<file path="config.mk">
export PLATFORM = sky130hd
export DESIGN_NAME = back_end_native
export DESIGN_NICKNAME = d
export VERILOG_FILES = /design/src/rtl/back_end_native.sv
export SDC_FILE = /design/constraint.sdc
export NUM_CORES = 1
export LEC_CHECK = 0
export CORE_MARGIN = 5
export CORE_UTILIZATION = 46
export CTS_BUF_LIST = sky130_fd_sc_hd__clkbuf_2
export DETAILED_ROUTE_END_ITERATION = 7
export GPL_TIMING_DRIVEN = 0
export PLACE_DENSITY = 0.93
export SETUP_SLACK_MARGIN = 0.3
export SYNTH_ARGS = -nofsm -noshare
export SYNTH_HDL_FRONTEND = slang
export SYNTH_SLANG_ARGS = --single-unit
</file>
<file path="constraint.sdc">
create_clock -name clk -period 5.3 [get_ports clk]
set_clock_uncertainty 0.1 [all_clocks]
set_input_delay 1.06 -clock clk [delete_from_list [all_inputs] [get_ports clk]]
set_output_delay 1.06 -clock clk [all_outputs]
set_load 0.01 [all_outputs]
</file>
<file path="src/rtl/back_end_native.sv">
// Cache back-end: drains the write-through buffer word by word and fills lines with
// back-to-back word reads; at most one memory access outstanding, writes take priority.
module back_end_native #(
    parameter int FE_ADDR_W  = 32,
    parameter int FE_DATA_W  = 32,
    parameter int LINE2MEM_W = 2,
    localparam int FE_BYTES_W = $clog2(FE_DATA_W/8)
) (
    input  logic                                      clk,
    input  logic                                      reset,
    input  logic                                      write_valid,
    input  logic [FE_ADDR_W-FE_BYTES_W-1:0]           write_addr,
    input  logic [FE_DATA_W-1:0]                      write_wdata,
    input  logic [FE_DATA_W/8-1:0]                    write_wstrb,
    output logic                                      write_ready,
    input  logic                                      replace_valid,
    input  logic [FE_ADDR_W-FE_BYTES_W-LINE2MEM_W-1:0] replace_addr,
    output logic                                      replace,
    output logic                                      read_valid,
    output logic [LINE2MEM_W-1:0]                     read_addr,
    output logic [FE_DATA_W-1:0]                      read_rdata,
    output logic                                      mem_valid,
    output logic [FE_ADDR_W-1:0]                      mem_addr,
    output logic [FE_DATA_W-1:0]                      mem_wdata,
    output logic [FE_DATA_W/8-1:0]                    mem_wstrb,
    input  logic [FE_DATA_W-1:0]                      mem_rdata,
    input  logic                                      mem_ready
);

    typedef enum logic [1:0] {
        S_IDLE     = 2'd0,
        S_WRITE    = 2'd1,
        S_READ     = 2'd2,
        S_READ_END = 2'd3
    } state_t;

    localparam logic [LINE2MEM_W-1:0] CNT_ONE  = LINE2MEM_W'(1);
    localparam logic [LINE2MEM_W-1:0] CNT_LAST = {LINE2MEM_W{1'b1}};

    state_t                                      state_q, state_d;
    logic [LINE2MEM_W-1:0]                       cnt_q, cnt_d;
    logic [FE_ADDR_W-FE_BYTES_W-1:0]             waddr_q, waddr_d;
    logic [FE_DATA_W-1:0]                        wdata_q, wdata_d;
    logic [FE_DATA_W/8-1:0]                      wstrb_q, wstrb_d;
    logic [FE_ADDR_W-FE_BYTES_W-LINE2MEM_W-1:0]  laddr_q, laddr_d;

    always_ff @(posedge clk or posedge reset) begin
        if (reset) begin
            state_q <= S_IDLE;
            cnt_q   <= '0;
            waddr_q <= '0;
            wdata_q <= '0;
            wstrb_q <= '0;
            laddr_q <= '0;
        end else begin
            state_q <= state_d;
            cnt_q   <= cnt_d;
            waddr_q <= waddr_d;
            wdata_q <= wdata_d;
            wstrb_q <= wstrb_d;
            laddr_q <= laddr_d;
        end
    end

    always_comb begin
        state_d = state_q;
        cnt_d   = cnt_q;
        waddr_d = waddr_q;
        wdata_d = wdata_q;
        wstrb_d = wstrb_q;
        laddr_d = laddr_q;
        case (state_q)
            S_IDLE: begin
                if (write_valid) begin
                    state_d = S_WRITE;
                    waddr_d = write_addr;
                    wdata_d = write_wdata;
                    wstrb_d = write_wstrb;
                end else if (replace_valid) begin
                    state_d = S_READ;
                    laddr_d = replace_addr;
                    cnt_d   = '0;
                end
            end
            S_WRITE: begin
                if (mem_ready) state_d = S_IDLE;
            end
            S_READ: begin
                if (mem_ready) begin
                    cnt_d = cnt_q + CNT_ONE;
                    if (cnt_q == CNT_LAST) state_d = S_READ_END;
                end
            end
            // One dead cycle so the cache can drop replace_valid before IDLE re-samples it.
            S_READ_END: state_d = S_IDLE;
            default:    state_d = S_IDLE;
        endcase
    end

    always_comb begin
        write_ready = 1'b0;
        replace     = 1'b0;
        read_valid  = 1'b0;
        read_addr   = '0;
        read_rdata  = '0;
        mem_valid   = 1'b0;
        mem_addr    = '0;
        mem_wdata   = '0;
        mem_wstrb   = '0;
        case (state_q)
            S_WRITE: begin
                mem_valid   = 1'b1;
                mem_addr    = {waddr_q, {FE_BYTES_W{1'b0}}};
                mem_wdata   = wdata_q;
                mem_wstrb   = wstrb_q;
                write_ready = mem_ready;
            end
            S_READ: begin
                replace    = 1'b1;
                mem_valid  = 1'b1;
                mem_addr   = {laddr_q, cnt_q, {FE_BYTES_W{1'b0}}};
                read_valid = mem_ready;
                if (mem_ready) begin
                    read_addr  = cnt_q;
                    read_rdata = mem_rdata;
                end
            end
            S_READ_END: replace = 1'b1;
            default: ;
        endcase
    end

endmodule

</file>
==> results.cfg, run 1 <==
[synth]
synth_mux_area_share_pct = 25.30
ys_warn_count = 0
synth-seq-cells = 98
syn_avg_cell_area_um2 = 12.76
synthSimpleGateAreaFrac_pct = 13.87
synth_seq_area_share_pct = 49.53
synth-compound-area-share_pct = 5.358
synthAdderAreaFrac_pct = 1.769
syn_inst = 388
synth_cell_types = 26
syn_area_um2 = 4951
synth_top_family_by_area = multiplexers
synth_xor_xnor_area_share_pct = 0

[clock_tree]
clkLatencyLatePin_ns = 0.54
cts_root_buf = clkbuf_2
clk_pin_slew_ns = 0.24
cts.sinks = 98
htree_levels = 3
cts_resized = 0
clk_path_buf_depth = 2
cts-buffers-inserted = 9
postCtsSetupBuffers = 0
cts_hold_buf = 0
tritoncts = built

[power_and_ir_drop]
comb_power_share_pct = 55.9
p_int_w = 0.002491
power.share.switching_pct = 34.80
p_seq_share_pct = 34.9
p_leak_nw = 3.328
peakVddDrop_mv = 0.3237
p_switching_w = 0.001330
p_clk_share_pct = 9.2
power_density_nw_per_um2 = 502.8

[timing]
fin_setup_tns_ns = 0
slew_viol_final = 0
setup-violations-final = 0
final_hold_viol_count = 0
worst_slew_pin_slew_ns = 0.5468
rsz0062_at_grt = no
period_needed_ns = 4.227
max_freq_mhz = 236.6
relSlewSlack_pct = 63.55
finalCritPeriodShare_pct = 79.76

[floorplanning]
initial_core_util_pct = 47.53
coreArea_um2 = 10420
dieArea_um2 = 12940
rows = 37
die_h_um = 113.7
io_pins = 237
die_width_um = 113.7

[cells_and_area]
n_antenna_cell = 0
fin_nets = 773
mostFrequentLayoutCell = clkdlybuf4s50_1
nFillCells = 702
multi_input_area_um2 = 2300
ff_latch_area_um2 = 2452
drive_gt1_share_pct = 20.19
area_growth_pct = 53.47
final_cells = 775
final_cell_mix = clkdlybuf4s50_1, dfrtp_1, mux2_2

[run]
drv_cap = 0

[route]
viasPerCell = 5.137
drtIter0Drc = 144
via_count = 3981
drtPass1Iterations = 5
drc = 0
postRouteAntennaNets = 0
postRouteWirelength_um = 15110
drt-wirelength-per-cell_um = 19.50

[critical_path]
end_kind = primary output
worstSetupStartpointType = input pin
path_max_fanout = 10
worstPathRequired_ns = 4.14
worstSetupPathType = in2out
cp.arrival_ns = 3.07

[global_routing]
grt_overflow_total = 0
grt_pass1_vias = 4316
grt_util_all_layers_pct = 22.87
grt_max_degree = 71
antenna_found_initial = 0
grt_pass1_wl_um = 23090

[placement]
io_buffers = 234
gp_congestion = 0.9060
placed_cells = 760
place_hpwl_um = 11820

[hold_path]
min-delay-path-class = reg2reg

[run_status]
status = complete, no violations
==> power groups by stage <==
stage | sequential [W] | combinational (W) | clock, W
2_1_floorplan | 0.00127 | 0.00129 | 0
3_3_place_gp | 0.00131 | 0.00207 | 0
3_5_place_dp | 0.00134 | 0.00215 | 0
4_1_cts | 0.00133 | 0.00216 | 0.000362
5_1_grt | 0.00138 | 0.00229 | 0.000393
6_report | 0.00133 | 0.00214 | 0.000351
==> cell families (layout without fill, tap and decap cells) <==
group,Yosys count,after routing
adder cells (fa/ha/maj),7,7
flip-flops,98,98
AND/OR/NAND/NOR,111,111
multiplexers,99,99
other,1,2
buffers and inverters,38,288
AO/OA/AOI/OAI,34,34
==> per-layer routing <==
layer  vias to the layer above  wire length (um)  global-route usage (%)  part of all wire, %
met5                         -                 0                       0                    0
met4                         0               430                   8.253                  2.8
met3                        26              1298                   6.737                  8.6
met2                       188              7891                   41.42                   52
met1                      1930              5492                   25.33                   36
li1                       1837                 -                       -                    -
==> cells in the mapped netlist, drive strengths merged <==
master	number	share of area, %
o21ba	1	0.20
and3	34	4.3
nor2	1	0.076
inv	5	0.38
a32o	1	0.20
nand2	3	0.28
or2	1	0.13
clkbuf	19	1.4
buf	14	2.3
nand3	1	0.10
ha	7	1.8
dfrtp	98	50
conb	1	0.076
nor2b	31	3.9
nand2b	1	0.13
nand3b	1	0.15
a221oi	1	0.30
mux2i	4	0.81
and2	38	4.8
mux2	95	24
o21ai	1	0.10
a22oi	30	4.5
==> worst paths after layout <==
path / from / end / slack (ns) / cells after the start
min: wdata_q[17] / wdata_q[17] / 0.43 / 1
max reg2reg: state_q[0] / cnt_q[1] / 3.37 / 6
min reg2reg: wdata_q[17] / wdata_q[17] / 0.43 / 1
max: mem_ready / read_rdata[25] / 1.07 / 5
min in group asynchronous: reset / wdata_q[14] / 0.72 / 2
max in group asynchronous: reset / wstrb_q[0] / 3.68 / 3
==> layout make-up <==
cell class	instances	area share, %
Tap cell	136	2.239
Clock inverter	3	0.5434
Inverter	5	0.2799
Sequential cell	98	32.27
Timing Repair Buffer	235	31.19
Clock buffer	12	0.7904
Multi-Input combinational cell	253	30.27
Buffer	33	2.421
==> worst max-delay path, stage by stage <==
cell and delay [ns]:
clkdlybuf4s50_1 0.49, clkbuf_1 0.37, clkbuf_1 0.36, and3_1 0.24
clkdlybuf4s50_1 0.54
==> through the flow <==
stage / util (%) / worst slack (ns) / hold slack (ns) / cell area, um^2 / power (W)
after floorplan: - / 1.578 / 0.3706 / 4955 / 0.002558
after global placement: 71.69 / 0.1854 / 0.3798 / 7467 / 0.003388
after detailed placement: 71.98 / 1.091 / 0.3848 / 7497 / 0.003491
after CTS: 72.95 / 1.078 / 0.4328 / 7599 / 0.003851
after global routing: 72.95 / 0.9761 / 0.4508 / 7599 / 0.004058
final: 72.95 / 1.073 / 0.4321 / 7599 / 0.003820
==> registers in the layout (all words and copies together) (netlist names) <==
signal and count:
state_q 2, waddr_q 30, wstrb_q 4, cnt_q 2
wdata_q 32, laddr_q 28
No activity file was read; power rests on OpenSTA's default activity.
==> inputs of run 2 (changes only) <==
--- a/config.mk
+++ b/config.mk
@@ -6,11 +6,11 @@
 export NUM_CORES = 1
 export LEC_CHECK = 0
 export CORE_MARGIN = 5
-export CORE_UTILIZATION = 46
+export CORE_UTILIZATION = 42
 export CTS_BUF_LIST = sky130_fd_sc_hd__clkbuf_2
 export DETAILED_ROUTE_END_ITERATION = 7
 export GPL_TIMING_DRIVEN = 0
-export PLACE_DENSITY = 0.93
+export PLACE_DENSITY = 0.86
 export SETUP_SLACK_MARGIN = 0.3
 export SYNTH_ARGS = -nofsm -noshare
 export SYNTH_HDL_FRONTEND = slang
==> constraint.sdc (replaced) <==
create_clock -name clk -period 4.1 [get_ports clk]
set_clock_uncertainty 0.1 [all_clocks]
set_input_delay 0.82 -clock clk [delete_from_list [all_inputs] [get_ports clk]]
set_output_delay 0.82 -clock clk [all_outputs]
set_load 0.01 [all_outputs]
==> run 2 against run 1 <==
  * Critical path type unchanged
  * Register-to-register slack worse by 1.1 ns
  * Largest power group unchanged
  * Worst hold slack gained 0.0026 ns
  * Highest routed layer unchanged
  * Clock power is 48% higher
  * Critical endpoint is now read_addr[0]
  * Final cell count rose by 1.0%
  * Routed wire length shrank 2.4%
  * Core utilization fell by 6.2 points
  * Count of clock-buffer cells in the layout shrank 1
  * Setup slack lost 0.60 ns
  * Design area grew 0.66%
  * Via count shrank 1.0%
  * Sequential share of layout area down 0.21 points
==> results.cfg, run 2 (same netlist as run 1, synthesis figures left out) <==
[global_routing]
grt_max_degree = 57
grt_util_met2_pct = 36.68
grt_pass1_wl_um = 22910
use_met3_pct = 5.778
met1_usage_pct = 23.32
grt_pass1_vias = 4246
grt_overflow_total = 0
antenna_found_initial = 0
top_usage_layer = met2
grt_util_all_layers_pct = 20.44

[route]
drtIter0Drc = 134
via_count = 3940
viasPerCell = 5.032
postRouteWirelength_um = 14750
postRouteAntennaNets = 0
drt-wirelength-per-cell_um = 18.84
drtPass1Iterations = 4
drc = 0

[clock_tree]
postCtsSetupBuffers = 0
clk_path_buf_depth = 2
cts-buffers-inserted = 9
htree_levels = 3
clk_pin_slew_ns = 0.23
cts_root_buf = clkbuf_2
cts.sinks = 98
tritoncts = built
clkLatencyLatePin_ns = 0.55

[cells_and_area]
post-route-util_pct = 66.70
top_regs = wdata_q (32), waddr_q (30), laddr_q (28)
n_antenna_cell = 0
largest-register = wdata_q
nFillCells = 852
final_cell_mix = clkdlybuf4s50_1, dfrtp_1, mux2_2
drive_gt1_share_pct = 22.19
mostFrequentLayoutCell = clkdlybuf4s50_1
area_growth_pct = 54.49
fin_nets = 773
largest_reg_flops = 32

[power_and_ir_drop]
p_leak_nw = 3.381
peakVddDrop_mv = 0.3267
power_density_nw_per_um2 = 652.7

[hold_path]
holdPathStages = 1
min_to = wdata_q[6]
hold_start = wdata_q[6]
min-delay-path-class = reg2reg

[floorplanning]
rows = 39
io_pins = 237
die_h_um = 118.6
initial_core_util_pct = 43.18
die_width_um = 118.6
dieArea_um2 = 14060
coreArea_um2 = 11470

[timing]
worst_slew_pin_slew_ns = 0.7109
rsz0062_at_grt = no
setup-violations-final = 0
max_freq_mhz = 275.9
relSlewSlack_pct = 52.61
finalCritPeriodShare_pct = 88.41
period_needed_ns = 3.625
slew_viol_final = 0
layout_setup_ws_ns = 0.4750
final_hold_viol_count = 0

[placement]
place_ws_ns = 0.3359
io_buffers = 234
gp_congestion = 0.7901
place_hpwl_um = 11600

[critical_path]
worstRegToRegCells = 6
r2r_end = laddr_q[8]
reg2reg_slack_ns = 2.24
cp_slowest_cell = clkdlybuf4s50_1
worstPathRequired_ns = 3.18
cp.arrival_ns = 2.71
reg2reg_from = state_q[0]
cp_common_cell = clkdlybuf4s50_1
worstSetupStartpointType = input pin
worstSetupPathType = in2out
path_max_fanout = 10
end_kind = primary output
slowest_delay_ns = 0.57
crit_chain = clkdlybuf4s50_1, clkbuf_2, buf_1, and3_1, clkdlybuf4s50_1

[run]
drv_cap = 0

[run_status]
status = complete, no violations
[run 2: layout make-up]
| type | instances | area, um^2 | share of cell area, % |
|---|---|---|---|
| Timing Repair Buffer | 235 | 2362 | 30.89 |
| Sequential cell | 98 | 2452 | 32.06 |
| Multi-Input combinational cell | 253 | 2300 | 30.07 |
| Clock buffer | 11 | 55.05 | 0.7198 |
| Inverter | 5 | 21.27 | 0.2781 |
| Tap cell | 143 | 178.9 | 2.339 |
| Buffer | 33 | 201.4 | 2.634 |
| Clock inverter | 5 | 77.57 | 1.014 |
[run 2: metal layers]
layer | up-vias | part of all wire, %
li1 | 1842 | -
met3 | 23 | 7.2
met2 | 169 | 53
met4 | 0 | 1.8
met1 | 1906 | 38
met5 | - | 0
[run 2: where the power goes]
group	internal [W]	switching, W
Combinational	0.00164	0.00112
Clock	0.000207	0.000313
Sequential	0.00145	0.000262
[run 2: worst max-delay path by stage]
stage	endpoint	start	slack [ns]
CTS	mem_addr[4]	state_q[0]	0.31
floorplan	cnt_q[0]	reset	0.62
global placement	waddr_q[19]	reset	-0.81
global route	mem_addr[26]	state_q[1]	0.30
detailed placement	read_addr[0]	mem_ready	0.34
finish	read_addr[0]	mem_ready	0.47
[run 2: through the flow]
| stage | std cells | total power, W | instance area, um^2 | TNS (ns) | hold slack, ns |
|---|---|---|---|---|---|
| 4_1_cts | 783 | 0.005042 | 7636 | 0 | 0.4388 |
| 3_3_place_gp | 766 | 0.004394 | 7476 | -78.49 | 0.3782 |
| 6_report | 783 | 0.004992 | 7649 | 0 | 0.4346 |
| 3_5_place_dp | 767 | 0.004507 | 7498 | 0 | 0.3854 |
| 5_1_grt | 783 | 0.005324 | 7649 | 0 | 0.4591 |
| 2_1_floorplan | 389 | 0.003306 | 4955 | 0 | 0.3706 |
[run 2: critical path: cells and delay by family]
| kind | cells | cell delay, ns |
|---|---|---|
| AND/OR/NAND/NOR | 1 | 0.22 |
| buffers and inverters | 4 | 1.66 |
[run 2: what timing repair did]
item / CTS / global route
endpoints found under the hold margin: 0 / 0
hold buffers: 0 / 0
gates resized for setup: 3 / 22
endpoints found under the setup margin: 18 / 74
